--- config.mk ---
export PLATFORM = sky130hd
export DESIGN_NAME = id_exe_elastic_flat
export DESIGN_NICKNAME = d
export VERILOG_FILES = /design/src/rtl/id_exe_elastic_if.sv /design/src/rtl/id_exe_elastic.sv /design/src/flat_wrapper.sv
export SDC_FILE = /design/constraint.sdc
export NUM_CORES = 1
export LEC_CHECK = 0
export CAP_MARGIN = 20
export CORE_UTILIZATION = 50
export DETAILED_ROUTE_END_ITERATION = 6
export GPL_TIMING_DRIVEN = 0
export HOLD_SLACK_MARGIN = 0.15
export PLACE_DENSITY_LB_ADDON = 0.3
export SETUP_SLACK_MARGIN = 0.02
export SYNTH_ARGS = -nofsm -noshare
export SYNTH_HDL_FRONTEND = slang
export SYNTH_SLANG_ARGS = --single-unit
export TNS_END_PERCENT = 100
--- constraint.sdc ---
create_clock -name clk -period 38.2 [get_ports clk]
set_input_delay 5.73 -clock clk [delete_from_list [all_inputs] [get_ports clk]]
set_output_delay 5.73 -clock clk [all_outputs]
set_load 0.1 [all_outputs]
--- src/rtl/id_exe_elastic_if.sv ---
// Decode-to-execute bundle handshake: the producer drives valid and the bundle,
// and the consumer returns ready.
interface id_exe_elastic_if #(
    parameter int ADDR_W    = 32,
    parameter int DATA_W    = 32,
    parameter int ALUCTRL_W = 4
);
    logic                 valid;
    logic                 ready;
    logic [ADDR_W-1:0]    pc;
    logic [ADDR_W-1:0]    branch_addr;
    logic [ADDR_W-1:0]    write_addr;
    logic [DATA_W-1:0]    reg1;
    logic [DATA_W-1:0]    reg2;
    logic [DATA_W-1:0]    sw;
    logic [DATA_W-1:0]    write;
    logic [ALUCTRL_W-1:0] aluctrl;
    logic                 lwsrc;
    logic                 movsrc;
    logic                 reg_write;
    logic                 dm_read;
    logic                 dm_write;

    modport master (
        output valid, pc, branch_addr, write_addr, reg1, reg2, sw, write,
               aluctrl, lwsrc, movsrc, reg_write, dm_read, dm_write,
        input  ready
    );

    modport slave (
        input  valid, pc, branch_addr, write_addr, reg1, reg2, sw, write,
               aluctrl, lwsrc, movsrc, reg_write, dm_read, dm_write,
        output ready
    );
endinterface

--- src/rtl/id_exe_elastic.sv ---
// ID->EXE pipeline register with valid/ready handshake, optional skid entry,
// synchronous flush and a saturating stall-cycle counter.
module id_exe_elastic #(
    parameter int                   ADDR_W    = 32,
    parameter int                   DATA_W    = 32,
    parameter int                   ALUCTRL_W = 4,
    parameter logic [ALUCTRL_W-1:0] ALU_NOP   = '0,
    parameter bit                   SKID_EN   = 1'b1,
    parameter int                   SCNT_W    = 16
) (
    input  logic              clk,
    input  logic              rst,
    input  logic              i_flush,
    id_exe_elastic_if.slave   i_id,
    id_exe_elastic_if.master  o_exe,
    output logic [SCNT_W-1:0] o_stall_cnt
);
    typedef struct packed {
        logic [ADDR_W-1:0]    pc;
        logic [ADDR_W-1:0]    branch_addr;
        logic [ADDR_W-1:0]    write_addr;
        logic [DATA_W-1:0]    reg1;
        logic [DATA_W-1:0]    reg2;
        logic [DATA_W-1:0]    sw;
        logic [DATA_W-1:0]    write;
        logic [ALUCTRL_W-1:0] aluctrl;
        logic                 lwsrc;
        logic                 movsrc;
        logic                 reg_write;
        logic                 dm_read;
        logic                 dm_write;
    } bndl_t;

    typedef enum logic [1:0] {
        ST_EMPTY = 2'd0,
        ST_FULL  = 2'd1,
        ST_SKID  = 2'd2
    } state_t;

    state_t            r_state, w_state_nx;
    bndl_t             r_main, r_skid, w_id;
    logic              w_acc, w_take, w_exe_valid;
    logic              w_main_ld, w_main_from_skid, w_skid_ld;
    logic [SCNT_W-1:0] r_stall;

    assign w_id.pc          = i_id.pc;
    assign w_id.branch_addr = i_id.branch_addr;
    assign w_id.write_addr  = i_id.write_addr;
    assign w_id.reg1        = i_id.reg1;
    assign w_id.reg2        = i_id.reg2;
    assign w_id.sw          = i_id.sw;
    assign w_id.write       = i_id.write;
    assign w_id.aluctrl     = i_id.aluctrl;
    assign w_id.lwsrc       = i_id.lwsrc;
    assign w_id.movsrc      = i_id.movsrc;
    assign w_id.reg_write   = i_id.reg_write;
    assign w_id.dm_read     = i_id.dm_read;
    assign w_id.dm_write    = i_id.dm_write;

    assign w_exe_valid = (r_state != ST_EMPTY);
    assign w_take      = w_exe_valid & o_exe.ready;

    // With the skid entry, ready depends only on state so it never forms a
    // combinational path back from EXE to ID.
    generate
        if (SKID_EN) begin : g_skid
            assign i_id.ready = (r_state != ST_SKID);
        end else begin : g_noskid
            assign i_id.ready = (r_state == ST_EMPTY) | o_exe.ready;
        end
    endgenerate

    assign w_acc = i_id.valid & i_id.ready;

    always_comb begin
        w_state_nx       = r_state;
        w_main_ld        = 1'b0;
        w_main_from_skid = 1'b0;
        w_skid_ld        = 1'b0;
        if (i_flush) begin
            w_state_nx = ST_EMPTY;
        end else begin
            case (r_state)
                ST_EMPTY: begin
                    if (w_acc) begin
                        w_state_nx = ST_FULL;
                        w_main_ld  = 1'b1;
                    end
                end
                ST_FULL: begin
                    if (w_acc && w_take) begin
                        w_main_ld = 1'b1;
                    end else if (w_acc && SKID_EN) begin
                        w_state_nx = ST_SKID;
                        w_skid_ld  = 1'b1;
                    end else if (!w_acc && w_take) begin
                        w_state_nx = ST_EMPTY;
                    end
                end
                ST_SKID: begin
                    if (w_take) begin
                        w_state_nx       = ST_FULL;
                        w_main_ld        = 1'b1;
                        w_main_from_skid = 1'b1;
                    end
                end
                default: w_state_nx = ST_EMPTY;
            endcase
        end
    end

    always_ff @(posedge clk or posedge rst) begin
        if (rst) begin
            r_state        <= ST_EMPTY;
            r_main         <= '0;
            r_main.aluctrl <= ALU_NOP;
            r_skid         <= '0;
        end else begin
            r_state <= w_state_nx;
            if (w_main_ld) r_main <= w_main_from_skid ? r_skid : w_id;
            if (w_skid_ld) r_skid <= w_id;
        end
    end

    always_ff @(posedge clk or posedge rst) begin
        if (rst) begin
            r_stall <= '0;
        end else if (w_exe_valid && !o_exe.ready && (r_stall != {SCNT_W{1'b1}})) begin
            r_stall <= r_stall + SCNT_W'(1);
        end
    end

    assign o_stall_cnt = r_stall;

    // Side-effecting controls are masked so an empty slot reads as a NOP.
    assign o_exe.valid       = w_exe_valid;
    assign o_exe.pc          = r_main.pc;
    assign o_exe.branch_addr = r_main.branch_addr;
    assign o_exe.write_addr  = r_main.write_addr;
    assign o_exe.reg1        = r_main.reg1;
    assign o_exe.reg2        = r_main.reg2;
    assign o_exe.sw          = r_main.sw;
    assign o_exe.write       = r_main.write;
    assign o_exe.aluctrl     = r_main.aluctrl;
    assign o_exe.lwsrc       = r_main.lwsrc;
    assign o_exe.movsrc      = r_main.movsrc;
    assign o_exe.reg_write   = r_main.reg_write & w_exe_valid;
    assign o_exe.dm_read     = r_main.dm_read & w_exe_valid;
    assign o_exe.dm_write    = r_main.dm_write & w_exe_valid;
endmodule
--- src/flat_wrapper.sv ---
// flat-port wrapper written by rule: the top's interface ports become plain ports
module id_exe_elastic_flat 
#(
    parameter int                   ADDR_W    = 32,
    parameter int                   DATA_W    = 32,
    parameter int                   ALUCTRL_W = 4,
    parameter logic [ALUCTRL_W-1:0] ALU_NOP   = '0,
    parameter bit                   SKID_EN   = 1'b1,
    parameter int                   SCNT_W    = 16
)
  (clk, rst, i_flush, o_stall_cnt, i_id_valid, i_id_pc, i_id_branch_addr, i_id_write_addr, i_id_reg1, i_id_reg2, i_id_sw, i_id_write, i_id_aluctrl, i_id_lwsrc, i_id_movsrc, i_id_reg_write, i_id_dm_read, i_id_dm_write, i_id_ready, o_exe_valid, o_exe_pc, o_exe_branch_addr, o_exe_write_addr, o_exe_reg1, o_exe_reg2, o_exe_sw, o_exe_write, o_exe_aluctrl, o_exe_lwsrc, o_exe_movsrc, o_exe_reg_write, o_exe_dm_read, o_exe_dm_write, o_exe_ready);
  id_exe_elastic_if #(.ADDR_W(ADDR_W), .DATA_W(DATA_W), .ALUCTRL_W(ALUCTRL_W)) i_id_i ();
  id_exe_elastic_if #(.ADDR_W(ADDR_W), .DATA_W(DATA_W), .ALUCTRL_W(ALUCTRL_W)) o_exe_i ();
  input  logic clk;
  input  logic rst;
  input  logic i_flush;
  output logic [SCNT_W-1:0] o_stall_cnt;
  input wire logic [$bits(i_id_i.valid)-1:0] i_id_valid;
  input wire logic [$bits(i_id_i.pc)-1:0] i_id_pc;
  input wire logic [$bits(i_id_i.branch_addr)-1:0] i_id_branch_addr;
  input wire logic [$bits(i_id_i.write_addr)-1:0] i_id_write_addr;
  input wire logic [$bits(i_id_i.reg1)-1:0] i_id_reg1;
  input wire logic [$bits(i_id_i.reg2)-1:0] i_id_reg2;
  input wire logic [$bits(i_id_i.sw)-1:0] i_id_sw;
  input wire logic [$bits(i_id_i.write)-1:0] i_id_write;
  input wire logic [$bits(i_id_i.aluctrl)-1:0] i_id_aluctrl;
  input wire logic [$bits(i_id_i.lwsrc)-1:0] i_id_lwsrc;
  input wire logic [$bits(i_id_i.movsrc)-1:0] i_id_movsrc;
  input wire logic [$bits(i_id_i.reg_write)-1:0] i_id_reg_write;
  input wire logic [$bits(i_id_i.dm_read)-1:0] i_id_dm_read;
  input wire logic [$bits(i_id_i.dm_write)-1:0] i_id_dm_write;
  output wire logic [$bits(i_id_i.ready)-1:0] i_id_ready;
  output wire logic [$bits(o_exe_i.valid)-1:0] o_exe_valid;
  output wire logic [$bits(o_exe_i.pc)-1:0] o_exe_pc;
  output wire logic [$bits(o_exe_i.branch_addr)-1:0] o_exe_branch_addr;
  output wire logic [$bits(o_exe_i.write_addr)-1:0] o_exe_write_addr;
  output wire logic [$bits(o_exe_i.reg1)-1:0] o_exe_reg1;
  output wire logic [$bits(o_exe_i.reg2)-1:0] o_exe_reg2;
  output wire logic [$bits(o_exe_i.sw)-1:0] o_exe_sw;
  output wire logic [$bits(o_exe_i.write)-1:0] o_exe_write;
  output wire logic [$bits(o_exe_i.aluctrl)-1:0] o_exe_aluctrl;
  output wire logic [$bits(o_exe_i.lwsrc)-1:0] o_exe_lwsrc;
  output wire logic [$bits(o_exe_i.movsrc)-1:0] o_exe_movsrc;
  output wire logic [$bits(o_exe_i.reg_write)-1:0] o_exe_reg_write;
  output wire logic [$bits(o_exe_i.dm_read)-1:0] o_exe_dm_read;
  output wire logic [$bits(o_exe_i.dm_write)-1:0] o_exe_dm_write;
  input wire logic [$bits(o_exe_i.ready)-1:0] o_exe_ready;
  assign i_id_i.valid = i_id_valid;
  assign i_id_i.pc = i_id_pc;
  assign i_id_i.branch_addr = i_id_branch_addr;
  assign i_id_i.write_addr = i_id_write_addr;
  assign i_id_i.reg1 = i_id_reg1;
  assign i_id_i.reg2 = i_id_reg2;
  assign i_id_i.sw = i_id_sw;
  assign i_id_i.write = i_id_write;
  assign i_id_i.aluctrl = i_id_aluctrl;
  assign i_id_i.lwsrc = i_id_lwsrc;
  assign i_id_i.movsrc = i_id_movsrc;
  assign i_id_i.reg_write = i_id_reg_write;
  assign i_id_i.dm_read = i_id_dm_read;
  assign i_id_i.dm_write = i_id_dm_write;
  assign i_id_ready = i_id_i.ready;
  assign o_exe_valid = o_exe_i.valid;
  assign o_exe_pc = o_exe_i.pc;
  assign o_exe_branch_addr = o_exe_i.branch_addr;
  assign o_exe_write_addr = o_exe_i.write_addr;
  assign o_exe_reg1 = o_exe_i.reg1;
  assign o_exe_reg2 = o_exe_i.reg2;
  assign o_exe_sw = o_exe_i.sw;
  assign o_exe_write = o_exe_i.write;
  assign o_exe_aluctrl = o_exe_i.aluctrl;
  assign o_exe_lwsrc = o_exe_i.lwsrc;
  assign o_exe_movsrc = o_exe_i.movsrc;
  assign o_exe_reg_write = o_exe_i.reg_write;
  assign o_exe_dm_read = o_exe_i.dm_read;
  assign o_exe_dm_write = o_exe_i.dm_write;
  assign o_exe_i.ready = o_exe_ready;
  id_exe_elastic #(.ADDR_W(ADDR_W), .DATA_W(DATA_W), .ALUCTRL_W(ALUCTRL_W), .ALU_NOP(ALU_NOP), .SKID_EN(SKID_EN), .SCNT_W(SCNT_W)) u_core (.clk(clk), .rst(rst), .i_flush(i_flush), .i_id(i_id_i), .o_exe(o_exe_i), .o_stall_cnt(o_stall_cnt));
endmodule
==> flow_metrics.tcl <==
set metrics [dict create \
    outcome "finished clean" \
    r2r-end "u_core.r_skid[46]" \
    min_period_over_period_pct 21.9 \
    vias 13911 \
    power.leakage_nw 13.5 \
    cts_hold_buf 0 \
    worst_pin_slew_ps 1090 \
    vias_per_cell 5.04 \
    min_delay_worst_endpoint "u_core.r_skid[204]" \
    grt_use_total_pct 23.3 \
    hold_class "flip-flop to flip-flop" \
    clk_latency_ps 580 \
    final_nets 2352 \
    synth_edf_count 0 \
    synth.most_common_cell "dfrtp_1" \
    dr.pass1.iters 4 \
    max_freq_mhz 119 \
    ant_nets 0 \
    avgSynthCellArea_um2 14.8 \
    timing.slew.headroom_pct 27.0 \
    netlist_top_cells_count "484 x dfrtp_1, 452 x mux2_2, 243 x buf_4" \
    wire_per_inst_um 19.7 \
    ctsLongestPathBuffers 3 \
    rsz0062_at_grt "no" \
    dpl.hpwl_um 39500 \
    min_from "u_core.r_skid[204]" \
    setup_viol 0 \
    min_period_ps 8380 \
    cts_resized 0 \
    grt_start_max_net_pins 126 \
    crit_path_cell_trace "buf_4 > nor2_1 > nor2b_1 > clkdlybuf4s50_1" \
    grt_pass1_wl_um 85000 \
    slowest_delay_ps 1020 \
    clock_skew_ps 14.2 \
    synth_fp_nets 1806 \
    tritoncts "done" \
    crit_path_top_delay_cell "clkdlybuf4s50_1" \
    peakVddDrop_mv 0.0550 \
    synthDistinctLibCells 42 \
    fill_cells 3262 \
    drc 0 \
    drive_gt1_share_pct 43.9 \
    max_cap_viol_count 0 \
    clock_sinks 484 \
    required_ps 32470 \
    fin_cells 2760 \
    core_mm2 0.0455 \
    cts_buffers 52 \
    holdPathStages 1 \
    r2r_setup_slack_ps 35770 \
    ys.flop_type "dfrtp_1" \
    syn2layout_area_growth_pct 32.5 \
    cp_max_fo 7 \
    synth_top_cell_by_area "dfrtp_1" \
    routed_wl_um 54400 \
    die_h_um 217 \
    ys_seq_elements 484 \
    cts_setup_buffers 0 \
    overflow 0 \
    die_area_mm2 0.0471 \
    reg2regPathDepth 6 \
    io_buffers 487 \
    slew_viol_final 0 \
    syn-cell-area_mm2 0.0231 \
    grt_pass1_vias 15184 \
    clockRootBuffer "clkbuf_16" \
    critPathKind "flip-flop to output pin" \
    synth_area_leaders "dfrtp_1 52%, mux2_2 22%, buf_4 7.9%" \
    drt_iter0_drc 568 \
    netlist.area_leader.share_pct 52.3 \
    yosys_warnings 0 \
    cp-end-kind "output pin" \
    boundaryPins 489 \
    seq_area_frac_synth_pct 52.3 \
    die_w_um 217 \
    setup_tns_ps 0 \
    cts.clk_slew.worst_paths_ps 60 \
    initial_utilization_pct 50.9 \
    arrival_ps 2650 \
    h-tree-depth 2 \
    synthCells 1567 \
    antenna_found_initial 10 \
    async_reset_ff_share_pct 100 \
    hold_viol_final 0 \
    pwr_density_cell_mw_per_mm2 64.7 \
    placementRows 78 \
    startpoint_type "flip-flop" \
    r2r-start "u_core.r_state[1]" \
    dp.cells 2659 \
    place_congestion 0.802 \
]
## sequential cells by signal, summed over array words and instances (netlist names)
register,flops
u_core.o_exe.reg1,32
u_core.o_exe.write_addr,32
u_core.o_exe.reg2,32
u_core.o_exe.aluctrl,4
u_core.o_exe.branch_addr,32
u_core.o_exe.movsrc,1
u_core.r_state,2
u_core.o_exe.lwsrc,1
u_core.r_skid,233
u_core.o_stall_cnt,16
u_core.o_exe.write,32
u_core.r_main,3
u_core.o_exe.sw,32
u_core.o_exe.pc,32
## where the power goes
| part | switching [W] | leakage (nW) | internal, W | total, W |
|---|---|---|---|---|
| clock network | 0.000203 | 0.860 | 0.000305 | 0.000508 |
| registers | 0.0000638 | 5.83 | 0.000636 | 0.000700 |
| logic | 0.000504 | 6.83 | 0.000271 | 0.000775 |
## cell type report
cell class	instances	area, um^2	share of cell area [%]
Clock buffer	81	1590	5.19
Tap cell	600	751	2.45
Clock inverter	13	146	0.477
Multi-Input combinational cell	773	8760	28.6
Inverter	3	18.8	0.0612
Timing Repair Buffer	492	5000	16.3
Sequential cell	484	12100	39.5
Buffer	307	2260	7.38
Antenna cell	7	17.5	0.0571
## worst max path at each step
stage / start / end / slack, ps / cells past startpoint
4_1_cts: u_core.r_state[1] / o_exe_reg_write / 29780 / 4
6_report: u_core.r_state[1] / o_exe_reg_write / 29820 / 4
2_1_floorplan: rst / u_core.o_exe.aluctrl[0] / 18960 / 1
3_5_place_dp: i_id_valid / u_core.r_skid[104] / 29970 / 6
3_3_place_gp: rst / u_core.o_exe.reg1[28] / 13270 / 2
5_1_grt: u_core.r_state[1] / o_exe_dm_read / 29730 / 4
## cell families (layout without fill, tap and decap cells)
logic type,Yosys count,count (layout),share of synthesized area [%]
AOI/OAI and AO/OA,11,11,0.335
xor gates and xnor gates,10,10,0.378
adders and majority gates,1,1,0.0541
buffers and inverters,310,896,9.82
DFF,484,484,52.3
muxes,703,703,35.8
other,0,7,0
and+or+nand+nor,48,48,1.25
## worst max-delay path, delay by kind of cell (launching register included)
kind	cells	cell delay, ps
buffers and inverters	2	1180
and+or+nand+nor	2	520
DFF	1	360
## placed cells by master, fill, tap and decap left out, types with 4 or more instances in the layout
master and n:
clkdlybuf4s50_1 487, dfrtp_1 484, mux2_2 452, buf_4 243, mux2_1 150, mux2_4 100
clkbuf_16 53, buf_2 34, buf_6 19, clkbuf_1 19, clkbuf_8 16, nor2_1 9
xor2_1 8, clkinv_2 8, diode_2 7, nand2_1 6, nand3_1 6, nand4_1 5
nor2b_1 4, buf_16 4
## per-layer routing
| metal | up-vias | wire length [um] | global-route usage (%) |
|---|---|---|---|
| met1 | 7096 | 21500 | 27.6 |
| li1 | 6369 | - | - |
| met2 | 338 | 27500 | 39.6 |
| met4 | 8 | 1490 | 8.00 |
| met5 | - | 46 | 0 |
| met3 | 100 | 3880 | 7.51 |
## per-stage QoR
stage / worst slack, ps / cell area [um^2] / hold WS [ps] / utilization, % / power (W)
6_report: 29820 / 30700 / 486 / 67.4 / 0.00198
3_3_place_gp: 13270 / 28800 / 467 / 63.3 / 0.00147
4_1_cts: 29780 / 30600 / 491 / 67.4 / 0.00200
5_1_grt: 29730 / 30700 / 501 / 67.4 / 0.00206
3_5_place_dp: 29970 / 28900 / 478 / 63.6 / 0.00149
2_1_floorplan: 18960 / 23100 / 459 / - / 0.00130
No activity file was read; power rests on OpenSTA's default activity.
==> RTL edit (same flow settings) <==
Put one more register stage on the output `o_stall_cnt`, cleared by the reset. The value now appears one clock later. The other outputs are not delayed to match.
--- a/src/rtl/id_exe_elastic.sv
+++ b/src/rtl/id_exe_elastic.sv
@@ -130,7 +130,13 @@
         end
     end
 
-    assign o_stall_cnt = r_stall;
+    always_ff @(posedge clk or posedge rst) begin
+        if (rst) begin
+            o_stall_cnt <= '0;
+        end else begin
+            o_stall_cnt <= r_stall;
+        end
+    end
 
     // Side-effecting controls are masked so an empty slot reads as a NOP.
     assign o_exe.valid       = w_exe_valid;
Function: changed (a bounded check fails within 4 cycles, from zero or initial values and one cycle with rst high).
==> RTL edit against the unedited design <==
Worst setup slack gained 0.10 ns. Routed wire length is 1.2% lower. Sequential share of layout area rose by 1.5 points. Maximum frequency up 1.3%. Power up 1.4%. Cell area decreased by 0.39%. Synthesized area shrank 0.51%. Sequential cell count increased by 16. Clock power grew 2%. Combinational power hardly changed.
==> RTL edit: results (changes against the unedited design) <==
** Place
- Placed wire-length estimate :: 38700 um (was 39500 um)
- The number of placed instances with taps included is 2676 (was 2659).

** Global routing
- The wire length of the first global-routing pass came to 84600 um (was 85000 um).
- The met1 track demand over resource in global routing came to 27.3% (was 27.6%).
- The routing usage on met3 is 7.07% (was 7.51%).
- Global router's overall resource usage :: 23.1% (was 23.3%)
- The number of antenna violations at the first check in global routing was 9 (was 10).

** Drt
- Via count :: 14018 (was 13911)
- The total wire length is 53800 um (was 54400 um).
- The met3 routed wirelength was 3750 um (was 3880 um).

** Cells and area
- Number of antenna diodes :: 8 (was 7)
- Number of clock buffer instances in the layout :: 75 (was 81)
- The number of nets in the layout came to 2370 (was 2352).
- Multi-input combinational area share :: 27.5% (was 28.6%)
- The number of buffers other than clock buffers in the final layout is 798 (was 799).
- The ratio of cells with drive above 1 in the final layout came to 42.3% (was 43.9%).
- Fill cell instance count of the final layout :: 3205 (was 3262)
- Clk cell area share :: 5.71% (was 5.67%)

** Yosys
- Post-Synth XOR/XNOR Area :: 0.495% (was 0.378%)
- The register bit total from synthesis was 500 (was 484).
- Post-Syn Nets :: 1823 (was 1806)
- Largest cells by area after synthesis :: sky130_fd_sc_hd__dfrtp_1, sky130_fd_sc_hd__mux2_2, sky130_fd_sc_hd__mux2_1 (was sky130_fd_sc_hd__dfrtp_1, sky130_fd_sc_hd__mux2_2, sky130_fd_sc_hd__buf_4)
- Sequential fraction of the synthesis area :: 54.3% (was 52.3%)
- The compound-cell area share of the yosys netlist came to 0.234% (was 0.335%).

** Timing
- Max-Slew Margin vs Limit :: 28.4% (was 27.0%)
- The portion of the clock cycle consumed by the worst path in the final layout is 21.7% (was 21.9%).

** Clocking
- The number of buffers created by CTS was 53 (was 52).

** Worst setup path
- Endpoint of the worst setup timing path :: o_exe_dm_read (was o_exe_reg_write)

** Run status
- Result of the run :: complete, no violations (unchanged)

** Pwr
- Leakage component of the power :: 13.4 nW (was 13.5 nW)

** Hold path
- The instance count along the most critical hold path was 0 (was 1).
## RTL edit: changes by cell type after synthesis, sizes merged, moves of 2 or more
cell / before / now
buf: 296 / 298
clkbuf: 11 / 8
nor4: 4 / 1
dfrtp: 484 / 500
nor3b: 1 / 4
nand4: 5 / 8
xnor2: 2 / 5
## RTL edit: worst min-delay path by stage
stage	from	end	slack [ns]
after floorplan	u_core.r_stall[15]	u_core.o_stall_cnt[15]	0.39
after global placement	u_core.r_stall[15]	u_core.o_stall_cnt[15]	0.41
after detailed placement	u_core.r_stall[15]	u_core.o_stall_cnt[15]	0.42
after CTS	u_core.r_stall[15]	u_core.o_stall_cnt[15]	0.43
after global routing	u_core.r_stall[15]	u_core.o_stall_cnt[15]	0.44
final	u_core.r_stall[15]	u_core.o_stall_cnt[15]	0.44
## RTL edit: report_power, final
part / switching (mW) / leakage, nW / internal [mW] / total [mW]
sequential: 0.0642 / 6.05 / 0.656 / 0.720
clock: 0.209 / 0.871 / 0.309 / 0.518
combinational: 0.504 / 6.46 / 0.269 / 0.774
